[src/rtl/arya_sched_pkg.sv]
// Shared types and default sizing for the Arya thread scheduler.
//   sched_state_e : scheduler sequencing states
//   ARYA_*        : default parameter values for the 4-thread core
package arya_sched_pkg;

    localparam int unsigned ARYA_NUM_THREADS     = 4;
    localparam int unsigned ARYA_THREAD_BITS     = 2;
    localparam int unsigned ARYA_INST_ADDR_WIDTH = 9;
    localparam int unsigned ARYA_PC_STRIDE       = 128;
    localparam int unsigned ARYA_DRAIN_CYCLES    = 4;

    typedef enum logic [1:0] {
        IDLE  = 2'd0,
        RUN   = 2'd1,
        DRAIN = 2'd2,
        DONE  = 2'd3
    } sched_state_e;

endpackage

[src/rtl/rr_pick.sv]
// Combinational round-robin picker.
//   i_req       : request mask, one bit per requester
//   i_last      : index granted most recently
//   o_sel       : first requester after i_last, scanning cyclically
//   o_any_valid : at least one request present
module rr_pick #(
    parameter int unsigned NUM_REQ  = 4,
    parameter int unsigned IDX_BITS = 2
) (
    input  logic [NUM_REQ-1:0]  i_req,
    input  logic [IDX_BITS-1:0] i_last,
    output logic [IDX_BITS-1:0] o_sel,
    output logic                o_any_valid
);

    always_comb begin
        int w_idx;
        o_sel = '0;
        // Scan farthest-to-nearest so the nearest requester after i_last is written last.
        for (int off = int'(NUM_REQ); off >= 1; off--) begin
            w_idx = (int'(i_last) + off) % int'(NUM_REQ);
            if (i_req[IDX_BITS'(w_idx)]) begin
                o_sel = IDX_BITS'(w_idx);
            end
        end
        o_any_valid = |i_req;
    end

endmodule

[src/rtl/thread_scheduler.sv]
// Fine-grained round-robin thread scheduler for the Arya core.
//   i_clk, i_reset_n          : clock, asynchronous active-low reset
//   i_start                   : (re)launch all threads from IDLE or DONE
//   i_stall                   : freeze issue
//   i_thread_done             : per-thread halt flags from the decoder
//   i_br_valid/thread_id/target : branch redirect from execute
//   o_fetch_valid/thread_id/pc  : registered fetch request
//   o_halted                  : sticky retired mask
//   o_busy, o_all_done        : RUN/DRAIN, DONE status
module thread_scheduler
    import arya_sched_pkg::*;
#(
    parameter int unsigned NUM_THREADS     = ARYA_NUM_THREADS,
    parameter int unsigned THREAD_BITS     = ARYA_THREAD_BITS,
    parameter int unsigned INST_ADDR_WIDTH = ARYA_INST_ADDR_WIDTH,
    parameter int unsigned PC_STRIDE       = ARYA_PC_STRIDE,
    parameter int unsigned DRAIN_CYCLES    = ARYA_DRAIN_CYCLES
) (
    input  logic                       i_clk,
    input  logic                       i_reset_n,
    input  logic                       i_start,
    input  logic                       i_stall,
    input  logic [NUM_THREADS-1:0]     i_thread_done,
    input  logic                       i_br_valid,
    input  logic [THREAD_BITS-1:0]     i_br_thread_id,
    input  logic [INST_ADDR_WIDTH-1:0] i_br_target,
    output logic                       o_fetch_valid,
    output logic [THREAD_BITS-1:0]     o_fetch_thread_id,
    output logic [INST_ADDR_WIDTH-1:0] o_fetch_pc,
    output logic [NUM_THREADS-1:0]     o_halted,
    output logic                       o_busy,
    output logic                       o_all_done
);

    localparam int unsigned CNT_W = $clog2(DRAIN_CYCLES) + 1;

    sched_state_e               r_state, w_state_next;
    logic [INST_ADDR_WIDTH-1:0] r_pc [NUM_THREADS];
    logic [THREAD_BITS-1:0]     r_last_tid;
    logic [CNT_W-1:0]           r_drain_cnt;
    logic [NUM_THREADS-1:0]     r_halted;
    logic                       r_fetch_valid;
    logic [THREAD_BITS-1:0]     r_fetch_tid;
    logic [INST_ADDR_WIDTH-1:0] r_fetch_pc;

    logic [NUM_THREADS-1:0]     w_runnable;
    logic [THREAD_BITS-1:0]     w_sel;
    logic                       w_any;
    logic                       w_issue;
    logic                       w_launch;
    logic [INST_ADDR_WIDTH-1:0] w_base;

    // A thread flagged done this cycle is already excluded from selection.
    assign w_runnable = ~(r_halted | i_thread_done);

    rr_pick #(
        .NUM_REQ  (NUM_THREADS),
        .IDX_BITS (THREAD_BITS)
    ) u_rr_pick (
        .i_req       (w_runnable),
        .i_last      (r_last_tid),
        .o_sel       (w_sel),
        .o_any_valid (w_any)
    );

    assign w_launch = ((r_state == IDLE) || (r_state == DONE)) && i_start;
    assign w_issue  = (r_state == RUN) && !i_stall && w_any;
    // Same-cycle redirect of the selected thread bypasses its stored PC.
    assign w_base   = (i_br_valid && (i_br_thread_id == w_sel)) ? i_br_target : r_pc[w_sel];

    always_comb begin
        w_state_next = r_state;
        case (r_state)
            IDLE, DONE: if (i_start) w_state_next = RUN;
            RUN:        if (!w_any) w_state_next = DRAIN;
            DRAIN:      if (r_drain_cnt == CNT_W'(DRAIN_CYCLES - 1)) w_state_next = DONE;
            default:    w_state_next = IDLE;
        endcase
    end

    always_ff @(posedge i_clk or negedge i_reset_n) begin
        if (!i_reset_n) begin
            r_state <= IDLE;
        end else begin
            r_state <= w_state_next;
        end
    end

    always_ff @(posedge i_clk or negedge i_reset_n) begin
        if (!i_reset_n) begin
            for (int i = 0; i < int'(NUM_THREADS); i++) begin
                r_pc[i] <= '0;
            end
            r_halted      <= '0;
            r_last_tid    <= THREAD_BITS'(NUM_THREADS - 1);
            r_drain_cnt   <= '0;
            r_fetch_valid <= 1'b0;
            r_fetch_tid   <= '0;
            r_fetch_pc    <= '0;
        end else begin
            r_fetch_valid <= w_issue;

            if (w_launch) begin
                for (int i = 0; i < int'(NUM_THREADS); i++) begin
                    r_pc[i] <= INST_ADDR_WIDTH'(i * PC_STRIDE);
                end
                r_halted   <= '0;
                r_last_tid <= THREAD_BITS'(NUM_THREADS - 1);
            end

            if (r_state == RUN) begin
                r_halted    <= r_halted | i_thread_done;
                r_drain_cnt <= '0;
                // Redirects land even while stalled; the issue write below wins for sel.
                if (i_br_valid && w_runnable[i_br_thread_id]) begin
                    r_pc[i_br_thread_id] <= i_br_target;
                end
                if (w_issue) begin
                    r_fetch_tid  <= w_sel;
                    r_fetch_pc   <= w_base;
                    r_pc[w_sel]  <= w_base + INST_ADDR_WIDTH'(1);
                    r_last_tid   <= w_sel;
                end
            end

            if (r_state == DRAIN) begin
                r_drain_cnt <= r_drain_cnt + CNT_W'(1);
            end
        end
    end

    assign o_fetch_valid     = r_fetch_valid;
    assign o_fetch_thread_id = r_fetch_tid;
    assign o_fetch_pc        = r_fetch_pc;
    assign o_halted          = r_halted;
    assign o_busy            = (r_state == RUN) || (r_state == DRAIN);
    assign o_all_done        = (r_state == DONE);

endmodule
[config.mk]
export PLATFORM = sky130hd
export DESIGN_NAME = thread_scheduler
export DESIGN_NICKNAME = d
export VERILOG_FILES = /design/src/rtl/arya_sched_pkg.sv /design/src/rtl/rr_pick.sv /design/src/rtl/thread_scheduler.sv
export SDC_FILE = /design/constraint.sdc
export NUM_CORES = 1
export LEC_CHECK = 0
export ABC_CLOCK_PERIOD_IN_PS = 3200
export BUFFER_PORTS_ARGS = -buffer_cell sky130_fd_sc_hd__buf_2
export CAP_MARGIN = 10
export CORE_MARGIN = 2
export CORE_UTILIZATION = 53
export DETAILED_ROUTE_END_ITERATION = 8
export PLACE_DENSITY = 0.87
export SYNTH_ARGS = -nofsm -noshare
export SYNTH_HDL_FRONTEND = slang
export SYNTH_SLANG_ARGS = --single-unit
export TNS_END_PERCENT = 50
[constraint.sdc]
create_clock -name i_clk -period 3.2 [get_ports i_clk]
set_clock_uncertainty 0.1 [all_clocks]
set_input_delay 0.32 -clock i_clk [delete_from_list [all_inputs] [get_ports i_clk]]
set_output_delay 0.32 -clock i_clk [all_outputs]
set_load 0.02 [all_outputs]
==> key figures, run 1 <==
Status
  • Status: complete, but fails checks
  • Failing checks: negative setup slack

Floorplanning
  • Starting Density: 0.539
  • Floorplan row count: 30
  • Die Span Y: 86.7 um
  • Core ar.: between 6000 and 7000 sq um
  • I/O pin count: 38
  • Die span in x: 86.7 um
  • Die footprint: 7510 sq um

Global route
  • Total grt overflow: 0
  • Global-route wire length before repair: between 15,000 and 20,000 um
  • Antenna violations before repair: 0
  • Total track usage: 0.320
  • Largest net degree at the start of global routing: 39
  • Number of global-route vias before repair: 3,708

STA
  • # setup viols final: 6
  • Final Hold Violating Endpoints: 0
  • Setup TNS after final layout: -59.2 ps
  • Highest clock rate: slightly above 300 MHz
  • Worst Setup Slack, final: -26.9 ps
  • RSZ-0062 raised after global routing: true
  • Max-slew violations: 0
  • Max_slew headroom: 0.562
  • Slew @ Worst Pin: 655 ps
  • Final worst path period share: 1.01
  • Min Tclk post-route: 3230 ps

Clocking
  • Clock Sinks: 59
  • Htree depth: 3
  • Clock buffer depth: 2
  • CTS tree: built
  • Clock Tree Root: clkbuf_8
  • Worst skew pair latency: 350 ps
  • CTS clk-pin slew, worst paths: around 70 ps
  • Num CTS Buffers: 9

Final layout
  • Area grow syn2layout: 29.0%
  • Design area: about 4700 sq um
  • Utilization after layout: 0.696
  • Fill cells: 503
  • Post-layout nets: 523
  • Share of cells above drive strength 1: 0.295
  • Antenna Cells: 0

Routing
  • Via count: approximately 3,900
  • Vias/cell: roughly 6.7
  • Drt drc: 0
  • WL/cell: 20.4 um
  • First-pass DRT Iterations: 9
  • DR iter-0 viols: 451
  • Final wirelength: 11,800 um
  • Final antenna-violating net count: 0

Worst setup path
  • CP max stage delay: 560 ps
  • Worst EP required: 3350 ps
  • Buf/Inv on CP: 3
  • Crit path cell chain: or3b_4 -> a32o_2 -> nor2_8 -> o21ai_4 -> buf_6 -> o2bb2ai_2 -> nor4_4 -> buf_4 -> nand4_4 -> nor4_4 -> xor2_1 -> buf_4 -> a221oi_2
  • CP max stage cell: dfstp_2
  • Crit Path Max Fanout: 8
  • R2R depth: 13
  • Crit path kind: flip-flop to flip-flop
  • Crit end category: flip-flop
  • R2r startpoint: r_last_tid[1]
  • R2R setup slack: -30 ps
  • RR Endpoint: r_pc[7]
  • Critical path startpoint: r_last_tid[1]
  • WP data arrival: roughly 3400 ps
  • Setup crit start kind: flip-flop
  • CP delay by family, top: simple AND/OR/NAND/NOR gates

Logic synthesis
  • Synth top area share: 0.394
  • Mapped Area: roughly 3600 sq um
  • Seq/Total Area, Yosys: 0.408
  • Synth Register Bits: 59
  • Post-synth top area cell: dfrtp_1
  • EDFF count, synth: 0
  • Fraction of registers with async set/reset: 1.00
  • Yosys warns: 0
  • Ranking of synthesized cells by area: dfrtp_1 (39%), nand2_1 (6.5%), o21ai_0 (5.0%), a21oi_1 (4.7%), mux2i_1 (4.4%)
  • Ys flop type: dfrtp_1
  • Synth Instances: 415
  • Mean Syn Cell Area: roughly 8.7 sq um
  • Syn_nets: 442
  • Cell variety after synth: 58

Hold path
  • Hold wc startpoint: i_br_target[8]
  • Hold depth: 3
  • Worst Hold Class: input port to flip-flop
  • Hold Path End: r_pc[26]

Placed design
  • Placed Area: 4180 sq um
  • Pre-CTS setup slack: -113 ps
  • Port bufs: 37
  • Post-DP HPWL: between 7000 and 8000 um
  • GPL Wtd Cong: around 0.97

Power
  • Pwr per Cell Area: 995 nW/um^2
  • Peak supply drop: 0.378 mV
  • Lkg Pwr: 2.15 nW

Run
  • # Max-Cap Violations: 0
## cell families after synthesis
group                      Yosys count  share of synthesized area
and+or+nand+nor                    169                      0.238
AOI/OAI and AO/OA                  128                      0.238
DFF                                 59                      0.408
buffers and inverters               29                     0.0307
muxes                               16                     0.0442
xor gates and xnor gates             7                     0.0169
adders and majority gates            7                     0.0242
## per-layer routing
metal / global-route usage / vias to the layer above / routed length (um)
li1: - / 1694 / -
met1: 0.412 / 1846 / 4460
met2: 0.499 / 271 / 5690
met3: 0.0629 / 56 / 1200
met4: 0.188 / 0 / 493
met5: 0 / - / 0
## metrics by stage
stage	power, mW	std cells	hold WS (ps)
6_report	4.65	581	229
5_1_grt	4.89	581	272
4_1_cts	4.39	574	226
3_5_place_dp	3.56	555	207
3_3_place_gp	3.49	555	200
2_1_floorplan	2.62	415	-75.6
## layout make-up
class	instances	area (sq um)	area share
clock buffer	10	138	0.0295
clock inverter	6	65.1	0.0139
inverter	11	41.3	0.00884
multi-input combinational	327	2240	0.479
sequential	59	1480	0.316
tap	80	100	0.0214
timing repair buffer	88	611	0.131
## where the power goes
group          switching [mW]  internal [mW]  leakage [nW]  total [mW]
combinational            1.69           1.11          1.28        2.80
clock                   0.320          0.380         0.102       0.700
sequential              0.172          0.976         0.768        1.15
## state kept, by name, indices dropped and copies added, names as in the netlist
| signal | cells |
|---|---|
| o_fetch_thread_id | 2 |
| r_drain_cnt | 3 |
| o_fetch_pc | 9 |
| o_halted | 4 |
| o_fetch_valid | 1 |
| r_state | 2 |
| r_pc | 36 |
| r_last_tid | 2 |
## cell usage in the layout (no fill, tap or decap), types with 5 or more instances in the layout
cell,instances
a211oi_1,7
a21oi_1,34
a221o_1,8
a22o_1,6
buf_2,37
buf_4,44
clkbuf_8,10
dfrtp_1,57
ha_1,6
inv_1,10
mux2i_1,14
nand2_1,62
nand3_1,23
nor2_1,30
nor3_1,12
o21ai_0,35
o22ai_1,5
## worst reg2reg max path, delay by kind of cell (launching register included)
kind	cells	cell delay [ps]
and+or+nand+nor	5	1100
AOI/OAI and AO/OA	4	760
DFF	1	560
buffers and inverters	3	510
xor gates and xnor gates	1	110
## how the worst max path moves through the flow
stage,depth (start not counted),to
after floorplan,10,r_pc[15]
after global placement,12,r_pc[6]
after detailed placement,10,r_pc[2]
after CTS,13,r_pc[25]
after global routing,13,r_pc[7]
final,13,r_pc[7]
## timing repair
action                                 in CTS  in global routing
hold buffers                                1                  0
endpoints found under the hold margin      19                  0
buffers inserted                            2                  7
pin swaps                                   5                 13
gates resized for setup                    17                 21
setup endpoints to repair                  16                 24
## cell usage after synthesis (2+ instances only)
cell type,n
nor2_1,33
a22o_1,6
a31oi_1,3
a311oi_1,4
o22ai_1,5
and2_1,3
dfrtp_1,57
a211oi_1,9
ha_1,7
nor3_1,12
and3_1,3
o21ai_0,36
or2_2,4
buf_2,2
nand4_2,2
nand2_1,63
o221ai_1,5
o21a_1,3
a221oi_1,4
nand3_1,24
a21oi_1,34
a221o_1,8
clkbuf_1,14
mux2i_1,16
nand2b_1,3
dfstp_2,2
nor4b_1,2
nor3b_1,4
nor3_2,3
buf_1,2
xnor2_1,5
xor2_1,2
inv_1,10
Note: power is estimated with default switching activity, not from simulation.
==> run 2, diff against run 1 <==
--- a/config.mk
+++ b/config.mk
@@ -7,3 +7,3 @@
 export LEC_CHECK = 0
-export ABC_CLOCK_PERIOD_IN_PS = 3200
+export ABC_CLOCK_PERIOD_IN_PS = 2750
 export BUFFER_PORTS_ARGS = -buffer_cell sky130_fd_sc_hd__buf_2
==> constraint.sdc (replaced) <==
create_clock -name i_clk -period 2.75 [get_ports i_clk]
set_clock_uncertainty 0.1 [all_clocks]
set_input_delay 0.275 -clock i_clk [delete_from_list [all_inputs] [get_ports i_clk]]
set_output_delay 0.275 -clock i_clk [all_outputs]
set_load 0.05 [all_outputs]
==> run 2 against run 1 <==
  * The flow still finishes with violations (negative setup slack)
  * Cell count is 3.4% higher
  * Routed wire length grew 3.5%
  * Sequential share of layout area down 0.70 points
  * Register-to-register slack got worse by 490 ps
  * Worst setup slack worse by 490 ps
  * Largest power group unchanged
==> key figures, run 2 (synthesis gave the netlist of run 1 again) <==
STA
  • Final Hold Violating Endpoints: 0
  • # setup viols final: 35
  • RSZ-0062 raised after global routing: true
  • Min Tclk post-route: 3260 ps
  • Max-slew violations: 0
  • Setup TNS after final layout: -11,890 ps
  • Slew @ Worst Pin: between 800 and 900 ps
  • Worst Setup Slack, final: -515 ps
  • Hold slack: 206 ps
  • Final worst path period share: 1.19
  • Max_slew headroom: 0.437
  • Highest clock rate: ~300 MHz

Worst setup path
  • CP delay by family, top: simple AND/OR/NAND/NOR gates
  • CP max stage cell: dfstp_2
  • Critical path startpoint: r_last_tid[1]
  • Crit end category: flip-flop
  • Crit path cell chain: or3b_4 -> a32o_2 -> nor2_8 -> o21ai_4 -> o2bb2ai_2 -> nor4_4 -> ha_2 -> nand4_1 -> xnor2_2 -> a221oi_1
  • WP data arrival: 3400 ps
  • Crit Path Max Fanout: 7
  • R2R setup slack: -510 ps
  • Setup crit start kind: flip-flop
  • Stages on the worst setup path: 10
  • RR Endpoint: r_pc[8]
  • Worst EP required: between 2000 and 3000 ps
  • Buf/Inv on CP: 0
  • R2r startpoint: r_last_tid[1]
  • Crit path kind: flip-flop to flip-flop
  • Critical Path Sink: r_pc[8]
  • CP max stage delay: 560 ps
  • R2R depth: 10

Placed design
  • Port bufs: 37
  • Post-DP HPWL: 8580 um
  • GPL Wtd Cong: 1.00
  • DP Cell Count: 578

Power
  • Pint: 3.00 mW
  • Pwr per Cell Area: between 1000 and 1500 nW/um^2
  • Logic pwr share: 0.618
  • Sequential power share: 0.229
  • Clock Power Share: 0.153
  • Switching power: 2.80 mW
  • Switching share of power: 0.483
  • Peak supply drop: 0.400 mV
  • Lkg Pwr: ~2.2 nW

Final layout
  • Share of cells above drive strength 1: 0.326
  • Antenna Cells: 0
  • Top reg by flops: r_pc
  • Fill cells: 495
  • Non-Filler Instances: 601
  • Largest register FFs: 36
  • Area grow syn2layout: 32.3%
  • Commonest cells after routing, fill and taps aside: buf_4 (67), nand2_1 (61), dfrtp_1 (53), buf_2 (37), a21oi_1 (34)
  • Commonest non-fill, non-tap cell in the layout: buf_4
  • Post-layout nets: about 540

Routing
  • Final antenna-violating net count: 0
  • First-pass DRT Iterations: 6
  • DR iter-0 viols: roughly 440
  • Vias/cell: 6.56
  • WL/cell: 20.4 um
  • Drt drc: 0
  • Via count: 3,944
  • Final wirelength: 12,300 um

Floorplanning
  • I/O pin count: 38
  • Die Span Y: 86.7 um
  • Starting Density: 0.539
  • Floorplan row count: 30
  • Die span in x: slightly below 90 um
  • Core ar.: roughly 6700 sq um
  • Die footprint: approximately 7500 sq um

Status
  • Status: complete, but fails checks
  • Failing checks: negative setup slack

Clocking
  • Worst skew pair latency: around 340 ps
  • Htree depth: 3
  • Num CTS Buffers: 9
  • Clock buffer depth: 2
  • CTS tree: built
  • Clock Sinks: ~60
  • CTS clk-pin slew, worst paths: about 70 ps
  • Clock Tree Root: clkbuf_8

Global route
  • Total track usage: 0.327
  • Global-route wire length before repair: 18,700 um
  • Largest net degree at the start of global routing: 37
  • Total grt overflow: 0
  • Antenna violations before repair: 0
  • Number of global-route vias before repair: ~3,800

Run
  • # Max-Cap Violations: 0

Hold path
  • Worst Hold Class: input port to flip-flop
==> run 2: cell types whose count changed in the layout (fill, tap and decap cells not counted), sizes merged <==
cell / before / now
clkinv: 5 / 3
o21ai: 37 / 38
bufinv: 1 / 2
buf: 87 / 107
==> run 2: worst min-delay path by stage <==
stage / depth (start not counted) / slack (ps) / end / start
finish: 3 / 210 / r_pc[16] / i_br_target[7]
floorplan: 0 / -120 / o_fetch_pc[0] / i_reset_n
global placement: 1 / 290 / o_halted[1] / i_reset_n
detailed placement: 1 / 310 / o_halted[0] / i_reset_n
CTS: 3 / 180 / r_pc[16] / i_br_target[7]
global route: 3 / 220 / r_pc[26] / i_br_target[8]
==> run 2: layer usage <==
layer	share of wire	vias up	track usage
li1	-	1739	-
met4	0.042	0	0.176
met3	0.11	62	0.0971
met5	0	-	0
met2	0.47	296	0.523
met1	0.38	1847	0.397
==> run 2: cell type report <==
cell class	count	area [sq um]	share of cell area
Inverter	11	41.3	0.00861
Clock inverter	5	77.6	0.0162
Multi-Input combinational cell	328	2210	0.462
Timing Repair Buffer	108	741	0.154
Tap cell	80	100	0.0209
Clock buffer	10	138	0.0287
Sequential cell	59	1480	0.309
==> run 2: tightest hold or removal path, cell delays in order <==
cell,delay (ps)
buf_2,120
nand2_1,80
o221ai_1,100
==> run 2: metrics by stage <==
stage | instance area, sq um | power, mW | worst slack, ps | utilization
after detailed placement | 4400 | 4.60 | -460 | 0.655
after CTS | 4660 | 5.52 | -423 | 0.694
after global placement | 4400 | 4.50 | -312 | 0.655
final | 4790 | 5.80 | -515 | 0.714
after floorplan | 3700 | 3.38 | -403 | -
after global routing | 4790 | 6.08 | -588 | 0.714
==> run 2: power groups by stage <==
stage	logic (mW)	clock network, mW	registers (mW)
CTS	3.32	0.886	1.32
floorplan	1.74	0	1.64
global route	3.80	0.921	1.36
detailed placement	3.27	0	1.33
finish	3.59	0.887	1.33
global placement	3.19	0	1.31
==> run 2: repair_timing <==
action | in CTS | in global routing
hold buffers | 1 | 0
hold endpoints to repair | 32 | 0
buffers inserted | 1 | 5
gates cloned | 0 | 1
pin swaps | 4 | 6
gates resized for setup | 5 | 19
endpoints found under the setup margin | 33 | 40
==> run 3, diff against run 2 <==
Settings changed: CORE_UTILIZATION 53 to 45, PLACE_DENSITY 0.87 to 0.77.
==> run 3 against run 2 <==
  * The run ends with negative hold slack, negative setup slack left
  * Non-clock buffer count increased by 2
  * Register-to-register slack improved by 40 ps
  * Via count decreased by 1.6%
  * Fmax rose by 1.3%
  * Sequential cell count is the same
  * Combinational power is 3% higher
  * Critical path depth is 2 higher
  * Cell area is 1.7% higher
  * Die area rose by 17%
  * Routed wire length fell by 0.58%
  * Clock power up 4.1%
==> key figures, run 3 (synthesis gave the netlist of run 1 again) <==
Power
  • Peak supply drop: 0.476 mV
  • Lkg Pwr: 2.24 nW
  • Pwr per Cell Area: 1220 nW/um^2

Routing
  • WL/cell: 19.5 um
  • First-pass DRT Iterations: 5
  • Via count: approximately 3,900
  • Final wirelength: 12,200 um
  • DR iter-0 viols: 497
  • Final antenna-violating net count: 0
  • Drt drc: 0
  • Vias/cell: 6.21

STA
  • Min Tclk post-route: 3220 ps
  • Max_slew headroom: 0.478
  • Worst Setup Slack, final: -474 ps
  • Final Hold Violating Endpoints: 38
  • Slew @ Worst Pin: between 700 and 800 ps
  • # setup viols final: 35
  • Hold slack: -31.5 ps
  • Highest clock rate: 310 MHz
  • Max-slew violations: 0
  • RSZ-0062 raised after global routing: true
  • Final worst path period share: 1.17

Clocking
  • Num CTS Buffers: 9
  • Clock Tree Root: clkbuf_8
  • Clock Sinks: 59
  • CTS clk-pin slew, worst paths: 70 ps
  • Worst skew pair latency: 360 ps
  • Hold Buf Count CTS: 0
  • CTS tree: built
  • Clock buffer depth: 2
  • Htree depth: 3

Final layout
  • Commonest non-fill, non-tap cell in the layout: buf_4
  • Area grow syn2layout: 34.6%
  • Top reg by flops: r_pc
  • Antenna Cells: 0
  • Share of cells above drive strength 1: 0.346
  • Fill cells: roughly 650
  • Storage element area: 1480 sq um
  • Post-layout nets: 545
  • Commonest cells after routing, fill and taps aside: buf_4 (69), nand2_1 (61), dfrtp_1 (53), buf_2 (37), a21oi_1 (32)
  • Utilization after layout: 0.628
  • Multi-input logic area: 2230 sq um
  • Design area: 4880 sq um
  • Largest register FFs: 36

Hold path
  • Worst Hold Class: input port to async pin

Global route
  • Number of global-route vias before repair: 3,725
  • Total track usage: 0.288
  • Antenna violations before repair: 0
  • Global-route wire length before repair: 19,400 um
  • Largest net degree at the start of global routing: 60
  • Total grt overflow: 0

Worst setup path
  • Critical path startpoint: r_last_tid[1]
  • Crit end category: flip-flop
  • R2r startpoint: r_last_tid[1]
  • Crit path kind: flip-flop to flip-flop
  • WP data arrival: 3360 ps
  • R2R depth: 12
  • Stages on the worst setup path: 12
  • Crit path cell chain: or3b_4 -> a32oi_4 -> nand4_2 -> o21ai_4 -> buf_6 -> a21oi_2 -> nor3_2 -> buf_4 -> nand4_4 -> nor2_2 -> xnor2_1 -> a221o_1
  • CP delay by family, top: simple AND/OR/NAND/NOR gates
  • Worst EP required: 2890 ps
  • R2R setup slack: -470 ps
  • RR Endpoint: r_pc[14]
  • Setup crit start kind: flip-flop
  • Critical Path Sink: r_pc[14]
  • CP max stage cell: dfstp_2
  • Buf/Inv on CP: 2
  • CP max stage delay: ~570 ps
  • Crit Path Max Fanout: 8

Floorplanning
  • Core ar.: 7770 sq um
  • Die footprint: between 8000 and 9000 sq um
  • Die Span Y: roughly 94 um
  • Starting Density: 0.466
  • I/O pin count: 38
  • Die span in x: 93.7 um
  • Floorplan row count: 32

Status
  • Failing checks: negative hold slack, negative setup slack
  • Status: complete, but fails checks

Placed design
  • Port bufs: 37
  • Placed Area: 4470 sq um
  • Post-DP HPWL: 8550 um
  • GPL Wtd Cong: 0.958

Run
  • # Max-Cap Violations: 0
-- run 3: routing by layer --
metal | routed length [um] | up-vias | share of wire | track usage
li1 | - | 1745 | - | -
met1 | 4800 | 1842 | 0.39 | 0.368
met2 | 5840 | 248 | 0.48 | 0.473
met3 | 1080 | 47 | 0.088 | 0.0546
met4 | 470 | 0 | 0.039 | 0.130
met5 | 0 | - | 0 | 0
-- run 3: layout make-up --
class / instances / area share
multi-input combinational: 327 / 0.458
clock inverter: 7 / 0.0205
inverter: 11 / 0.00847
timing repair buffer: 110 / 0.157
clock buffer: 9 / 0.0254
sequential: 59 / 0.304
tap: 102 / 0.0262
-- run 3: how the worst min path moves through the flow --
stage	to	cells after the start	slack, ps	startpoint
after floorplan	o_fetch_pc[0]	0	-120	i_reset_n
after global placement	o_fetch_pc[7]	2	360	o_fetch_pc[7]
after detailed placement	o_fetch_pc[2]	2	360	o_fetch_pc[2]
after CTS	r_pc[0]	2	7	i_reset_n
after global routing	o_halted[0]	2	40	i_reset_n
final	o_halted[0]	2	-30	i_reset_n
-- run 3: report_power, final --
part / switching [mW] / internal [mW] / total, mW / leakage, nW
sequential: 0.189 / 1.14 / 1.33 / 0.765
clock: 0.406 / 0.517 / 0.923 / 0.114
combinational: 2.29 / 1.42 / 3.71 / 1.37
total: 2.88 / 3.08 / 5.96 / 2.24
-- run 3: metrics by stage --
stage	setup WS (ps)	TNS [ps]	instances	power (mW)	hold slack, ps
2_1_floorplan	-403	-8430	415	3.38	-121
3_3_place_gp	-424	-9520	604	4.62	357
3_5_place_dp	-475	-10890	604	4.71	359
4_1_cts	-453	-12000	624	5.75	7.36
5_1_grt	-591	-15410	625	6.28	42.1
6_report	-474	-11440	625	5.96	-31.5
-- run 3: repair_timing --
item | in CTS | in global routing
pin swaps | 5 | 4
hold endpoints to repair | 0 | 0
setup buffers | 4 | 1
endpoints found under the setup margin | 34 | 43
resized for setup | 12 | 27
